`src/rtl/seg_pkg.sv`:
```
`default_nettype none
// +----------------------------------------------------------------------+
// | seg_pkg: shared constants and helpers for the 7-segment scan path.   |
// | Revision: 1.0                                                        |
// +----------------------------------------------------------------------+
package seg_pkg;

  localparam int CODE_W     = 4;
  localparam int MAX_DIGITS = 8;

  // Wide enough for the largest display; callers slice to their digit count.
  localparam logic [MAX_DIGITS-1:0] DIG_OFF = '1;

  // Bits needed to hold 0..value-1, never less than one.
  function automatic int clog2(input int value);
    int w;
    w = 1;
    while ((1 << w) < value) begin
      w++;
    end
    return w;
  endfunction

endpackage
`default_nettype wire

```
`src/rtl/seg_lz_mask.sv`:
```
`default_nettype none
// +----------------------------------------------------------------------+
// | seg_lz_mask: per-digit suppress mask from disabled and leading-zero  |
// | digits. Revision: 1.0                                                |
// +----------------------------------------------------------------------+
module seg_lz_mask
  import seg_pkg::*;
#(
  parameter int NUM_DIGITS  = 4,
  parameter int LZ_SUPPRESS = 1
) (
  input  logic [CODE_W*NUM_DIGITS-1:0] codes,
  input  logic [NUM_DIGITS-1:0]        en,
  output logic [NUM_DIGITS-1:0]        suppress
);

  // Walk from the most significant digit down; disabled digits do not
  // break a run of leading zeros. Digit 0 is only ever blanked when disabled.
  always_comb begin
    logic zero_above;
    suppress   = '0;
    zero_above = 1'b1;
    for (int i = NUM_DIGITS - 1; i >= 0; i--) begin
      zero_above  = zero_above & (~en[i] | (codes[i*CODE_W +: CODE_W] == '0));
      suppress[i] = ~en[i] | ((LZ_SUPPRESS != 0) && (i != 0) && zero_above);
    end
  end

endmodule
`default_nettype wire

```
`src/rtl/seg_scan_ctrl.sv`:
```
`default_nettype none
// +----------------------------------------------------------------------+
// | seg_scan_ctrl: time-multiplexed digit scanner with frame snapshots,  |
// | anti-ghosting blank window and leading-zero blanking. Revision: 1.0  |
// +----------------------------------------------------------------------+
module seg_scan_ctrl
  import seg_pkg::*;
#(
  parameter int CLK_HZ      = 50000000,
  parameter int SCAN_HZ     = 1000,
  parameter int NUM_DIGITS  = 4,
  parameter int BLANK_CYC   = 64,
  parameter int LZ_SUPPRESS = 1
) (
  input  logic                         clk,
  input  logic                         rst,
  input  logic [CODE_W*NUM_DIGITS-1:0] digit_vals,
  input  logic [NUM_DIGITS-1:0]        digit_en,
  output logic [CODE_W-1:0]            cur_code,
  output logic [NUM_DIGITS-1:0]        dig_sel,
  output logic                         blank,
  output logic                         frame_start
);

  localparam int DIV   = CLK_HZ / SCAN_HZ;
  localparam int PSC_W = clog2(DIV);
  localparam int IDX_W = clog2(NUM_DIGITS);

  localparam logic [PSC_W-1:0]      PSC_LAST  = PSC_W'(DIV - 1);
  localparam logic [PSC_W-1:0]      PSC_BLANK = PSC_W'(BLANK_CYC);
  localparam logic [IDX_W-1:0]      IDX_LAST  = IDX_W'(NUM_DIGITS - 1);
  localparam logic [NUM_DIGITS-1:0] SEL_OFF   = DIG_OFF[NUM_DIGITS-1:0];

  logic [PSC_W-1:0]             psc_q, psc_d;
  logic [IDX_W-1:0]             idx_q, idx_d;
  logic                         first_q, first_d;
  logic [CODE_W*NUM_DIGITS-1:0] snap_vals_q, snap_vals_d;
  logic [NUM_DIGITS-1:0]        snap_en_q, snap_en_d;
  logic [CODE_W-1:0]            cur_code_q, cur_code_d;
  logic [NUM_DIGITS-1:0]        dig_sel_q, dig_sel_d;
  logic                         blank_q, blank_d;
  logic                         frame_start_q, frame_start_d;

  logic                         slot_end;
  logic                         take_snap;
  logic [CODE_W*NUM_DIGITS-1:0] view_vals;
  logic [NUM_DIGITS-1:0]        view_en;
  logic [NUM_DIGITS-1:0]        supp;

  // On the first clock out of reset the snapshot is being loaded from the
  // live inputs, so present those directly instead of the stale zeros.
  assign view_vals = first_q ? digit_vals : snap_vals_q;
  assign view_en   = first_q ? digit_en   : snap_en_q;

  seg_lz_mask #(
    .NUM_DIGITS (NUM_DIGITS),
    .LZ_SUPPRESS(LZ_SUPPRESS)
  ) u_lz_mask (
    .codes   (view_vals),
    .en      (view_en),
    .suppress(supp)
  );

  always_comb begin
    logic off;
    slot_end  = (psc_q == PSC_LAST);
    take_snap = first_q | (slot_end & (idx_q == IDX_LAST));

    psc_d   = slot_end ? '0 : psc_q + 1'b1;
    idx_d   = idx_q;
    if (slot_end) begin
      idx_d = (idx_q == IDX_LAST) ? '0 : idx_q + 1'b1;
    end
    first_d     = 1'b0;
    snap_vals_d = take_snap ? digit_vals : snap_vals_q;
    snap_en_d   = take_snap ? digit_en   : snap_en_q;

    off           = (psc_q < PSC_BLANK) | supp[idx_q];
    cur_code_d    = view_vals[int'(idx_q)*CODE_W +: CODE_W];
    dig_sel_d     = off ? SEL_OFF : ~(NUM_DIGITS'(1) << idx_q);
    blank_d       = off;
    frame_start_d = (idx_q == '0) && (psc_q == '0);
  end

  always_ff @(posedge clk or posedge rst) begin
    if (rst) begin
      psc_q         <= '0;
      idx_q         <= '0;
      first_q       <= 1'b1;
      snap_vals_q   <= '0;
      snap_en_q     <= '0;
      cur_code_q    <= '0;
      dig_sel_q     <= SEL_OFF;
      blank_q       <= 1'b1;
      frame_start_q <= 1'b0;
    end else begin
      psc_q         <= psc_d;
      idx_q         <= idx_d;
      first_q       <= first_d;
      snap_vals_q   <= snap_vals_d;
      snap_en_q     <= snap_en_d;
      cur_code_q    <= cur_code_d;
      dig_sel_q     <= dig_sel_d;
      blank_q       <= blank_d;
      frame_start_q <= frame_start_d;
    end
  end

  assign cur_code    = cur_code_q;
  assign dig_sel     = dig_sel_q;
  assign blank       = blank_q;
  assign frame_start = frame_start_q;

endmodule
`default_nettype wire
```
`config.mk`:
```
export PLATFORM = sky130hd
export DESIGN_NAME = seg_scan_ctrl
export DESIGN_NICKNAME = d
export VERILOG_FILES = /design/src/rtl/seg_pkg.sv /design/src/rtl/seg_lz_mask.sv /design/src/rtl/seg_scan_ctrl.sv
export SDC_FILE = /design/constraint.sdc
export NUM_CORES = 1
export LEC_CHECK = 0
export ABC_CLOCK_PERIOD_IN_PS = 2700
export CAP_MARGIN = 20
export CORE_MARGIN = 1.5
export CORE_UTILIZATION = 26
export CTS_BUF_LIST = sky130_fd_sc_hd__clkbuf_8
export DETAILED_ROUTE_END_ITERATION = 8
export PLACE_DENSITY_LB_ADDON = 0.1
export SYNTH_ARGS = -nofsm -noshare
export SYNTH_HDL_FRONTEND = slang
export SYNTH_HIERARCHICAL = 1
export SYNTH_SLANG_ARGS = --single-unit
```
`constraint.sdc`:
```
create_clock -name clk -period 2.7 [get_ports clk]
set_input_delay 0.54 -clock clk [delete_from_list [all_inputs] [get_ports clk]]
set_output_delay 0.54 -clock clk [all_outputs]
set_load 0.01 [all_outputs]
```
==> results.txt <==
----------------------------------------------------
[STA]
  Final setup violation count ... 0
  PnR worst setup slack ... ~0.24 ns
  Count of final max-slew check failures ... 0
  F_max ... between 400 and 500 MHz
  Fin crit period ... 2.46 ns
  Total Negative Setup Slacks ... 0 ns
  RSZ-0062 raised after global routing ... false
  Final number of hold-violating endpoints ... 0
  Period Utilization, post-route ... 0.910
  Clock tree skew after final layout ... approximately 0.010 ns

[Clock network]
  Clock insertion delay at the later pin of the skew report ... around 0.30 ns
  CTS buffer count ... 5
  Hold buffer count at CTS ... 0
  Buffer depth of the longest clock path ... 2
  H-tree depth ... 2
  Cts repair resizes ... 0
  TritonCTS clock tree ... done
  Clock slew at reported path FFs ... roughly 0.1 ns
  Library cell used as clock root buffer ... clkbuf_8
  Post-CTS setup repair buffer count ... 0
  Clock net sink count ... 49

[Floorplan]
  Number of top-level pins ... 32
  Vertical extent of the die ... 101 µm
  Effective utilization at floorplan ... 0.270
  Core Box Area ... approximately 0.0093 mm²
  Die Footprint ... 0.0103 mm²
  Chip width ... 101 µm
  Row count ... 35

[Layout]
  Final design area excluding fillers ... ~0.0031 mm²
  Count of antenna diodes in the layout ... 0
  Area growth from synthesis to layout ... 24.3%
  Number of nets at the end of the flow ... ~260
  Most common cell after layout, fill and taps aside ... dfrtp_1
  Layout cells sized above 1 ... 0.320
  Number of filler cells placed in the layout ... approximately 920
  Top library cells by usage in the layout, fill and taps aside ... 43 x dfrtp_1, 31 x clkdlybuf4s50_1, 21 x mux2_2

[Power and ir drop]
  Peak supply drop ... between 0.2 and 0.3 mV
  Static power due to leakage ... 1.32 nW
  PwrDens ... just under 500 mW/mm²

[Synthesis]
  Avg Inst Size Synth ... between 10 and 15 µm²
  Synthesized cell area ... between 0.002 and 0.003 mm²
  Dominant combinational cell family by area after synthesis ... multiplexers
  Fraction of the yosys area taken by sequential cells ... 0.490
  Number of distinct standard cells referenced by the synthesized netlist ... 35
  Count of yosys warnings during synthesis ... 6
  Synth Instances ... between 150 and 200
  Share of the synthesized area in compound gates (AO/OA/AOI/OAI) ... 0.0283
  Post-synthesis sequential element count ... 49
  Fraction of the mapped netlist area in simple logic gates ... 0.112
  Net count of the mapped netlist ... 220
  Fraction of synthesized cell area in xor and xnor cells ... 0.0452
  Fraction of synthesized area in multiplexers ... 0.262
  Adder and majority gate portion of the synthesized area ... 0.0298

[Critical path]
  Cell type of the slowest stage on the worst timing path ... dfstp_2
  Source of the worst register-to-register timing path ... first_q
  Kind of launch point of the worst setup path ... flop
  Sort of element at the end of the critical path ... flop
  CP cell instances ... buf_4, mux2_2, or4_1, o31ai_2, mux4_2, a21oi_1, nand2_1
  CP peak stage delay ... around 0.65 ns
  Category of the critical setup timing path ... flop to flop
  Maximum fanout count along the critical path ... 7
  Crit path launch ... first_q
  Required time reported for the critical path endpoint ... 2.94 ns
  Worst EP arrival ... approximately 2.7 ns

[Run status]
  Status ... finished, final reports clean

[Min path]
  Class of the tightest hold or removal check ... input pin to asynchronous set/reset pin

[Routing]
  First-iteration detailed-routing DRC count ... 35
  Total vias in the final route ... 1,542
  Average detailed-routed wire length per instance ... 14.6 µm
  Number of nets with antenna violations after detailed routing ... 0
  Residual DRC count ... 0
  Routed WL ... ~5.2 mm
  Number of detailed-route iterations in the first pass ... 4
  Via/cell ratio ... around 4.3

[Global route]
  Wire length of the first global-routing pass ... ~9 mm
  GR Overflow Total ... 0
  Overall fraction of global-route tracks in use ... 0.113
  Via count of the first global-routing pass ... ~1.6k
  Antenna violations before repair ... 0
  Largest net degree at the start of global routing ... 47

[Place]
  HPWL after detailed placement ... approximately 3.8 mm
  Quantity of I/O buffers inserted on ports ... 31
  Pre-CTS setup slack ... around 0.13 ns
  RD Place Congestion ... approximately 0.66
  Post-Place Cell Area ... about 0.0030 mm²

[Run]
  Max-cap viol count ... 0

----------------------------------------------------
## layer usage
metal,global-route usage,vias up,share of wire
met5,0,-,0
met4,0.0321,0,0.012
met3,0.0262,5,0.034
met1,0.181,760,0.55
met2,0.146,26,0.40
li1,-,751,-
## state kept, by name, indices dropped and copies added, names as in the netlist
signal,cells
frame_start,1
first_q,1
snap_en_q,4
snap_vals_q,16
psc_q,16
cur_code,4
blank,1
idx_q,2
dig_sel,4
## layout make-up
type                            instances  area, µm²  area share
Inverter                                9       33.8      0.0108
Tap cell                              129        161      0.0515
Sequential cell                        49       1230       0.394
Multi-Input combinational cell        127       1210       0.386
Clock buffer                            6       82.6      0.0264
Timing Repair Buffer                   38        375       0.120
Clock inverter                          2       37.5      0.0120
## cells by family (layout without fill, tap and decap cells)
kind of cell | count (synthesis) | after routing
AO/OA/AOI/OAI | 8 | 8
XOR/XNOR | 13 | 13
adder cells (fa/ha/maj) | 6 | 6
buffers and inverters | 16 | 55
flip-flops | 49 | 49
multiplexers | 47 | 47
other | 1 | 1
AND/OR/NAND/NOR | 52 | 52
## synth_stat cells
master | number | share of area
buf_6 | 2 | 0.0089
and3_1 | 2 | 0.0050
nor3_1 | 3 | 0.0060
xnor2_1 | 6 | 0.021
dfstp_2 | 6 | 0.063
nor2b_1 | 1 | 0.0025
clkbuf_1 | 3 | 0.0045
inv_1 | 9 | 0.013
or4_1 | 3 | 0.0089
mux4_2 | 5 | 0.045
mux2_4 | 20 | 0.12
a41oi_2 | 1 | 0.0065
nor3_2 | 1 | 0.0040
nor2_4 | 1 | 0.0045
o31ai_2 | 1 | 0.0050
ha_1 | 6 | 0.030
buf_4 | 1 | 0.0030
or4_4 | 1 | 0.0045
mux2_1 | 1 | 0.0045
nand2_1 | 9 | 0.013
dfrtp_1 | 43 | 0.43
or3_1 | 1 | 0.0025
nor4_1 | 1 | 0.0025
nor2_1 | 13 | 0.019
conb_1 | 1 | 0.0015
and4_1 | 3 | 0.010
nand4_1 | 5 | 0.012
a21oi_1 | 2 | 0.0040
nand3_1 | 7 | 0.014
xor2_1 | 7 | 0.024
o21ai_0 | 2 | 0.0040
or2_2 | 1 | 0.0025
buf_1 | 1 | 0.0015
o41a_1 | 2 | 0.0089
mux2_2 | 21 | 0.094
## power breakdown
part | switching, W | internal (W) | total [W]
Combinational | 0.0000782 | 0.000132 | 0.000210
Clock | 0.000254 | 0.000302 | 0.000556
Sequential | 0.0000204 | 0.000771 | 0.000791
## path summary, 6_finish.rpt
path | end | slack [ns] | cells after the start
max in group asynchronous | first_q | 1.79 | 3
min in group clk | snap_vals_q[2] | 0.52 | 1
max reg2reg | dig_sel[2] | 0.24 | 7
min | snap_vals_q[12] | 0.42 | 2
max | dig_sel[2] | 0.24 | 7
min reg2reg | snap_vals_q[2] | 0.52 | 1
## through the flow
step | std cells | util | total power (W) | hold WS [ns]
3_5_place_dp | 352 | 0.323 | 0.00102 | 0.490
6_report | 360 | 0.336 | 0.00156 | 0.417
5_1_grt | 360 | 0.336 | 0.00164 | 0.414
2_1_floorplan | 192 | - | 0.000931 | 0.477
4_1_cts | 360 | 0.336 | 0.00159 | 0.406
3_3_place_gp | 352 | 0.323 | 0.00102 | 0.488
## critical path: cells and delay by family, from the launching register on
family                 cells  cell delay [ns]
buffers and inverters      1             0.18
and+or+nand+nor            2             0.63
muxes                      2             0.62
DFF                        1             0.65
AOI/OAI and AO/OA          2             0.31
No activity file was read; power rests on OpenSTA's default activity.
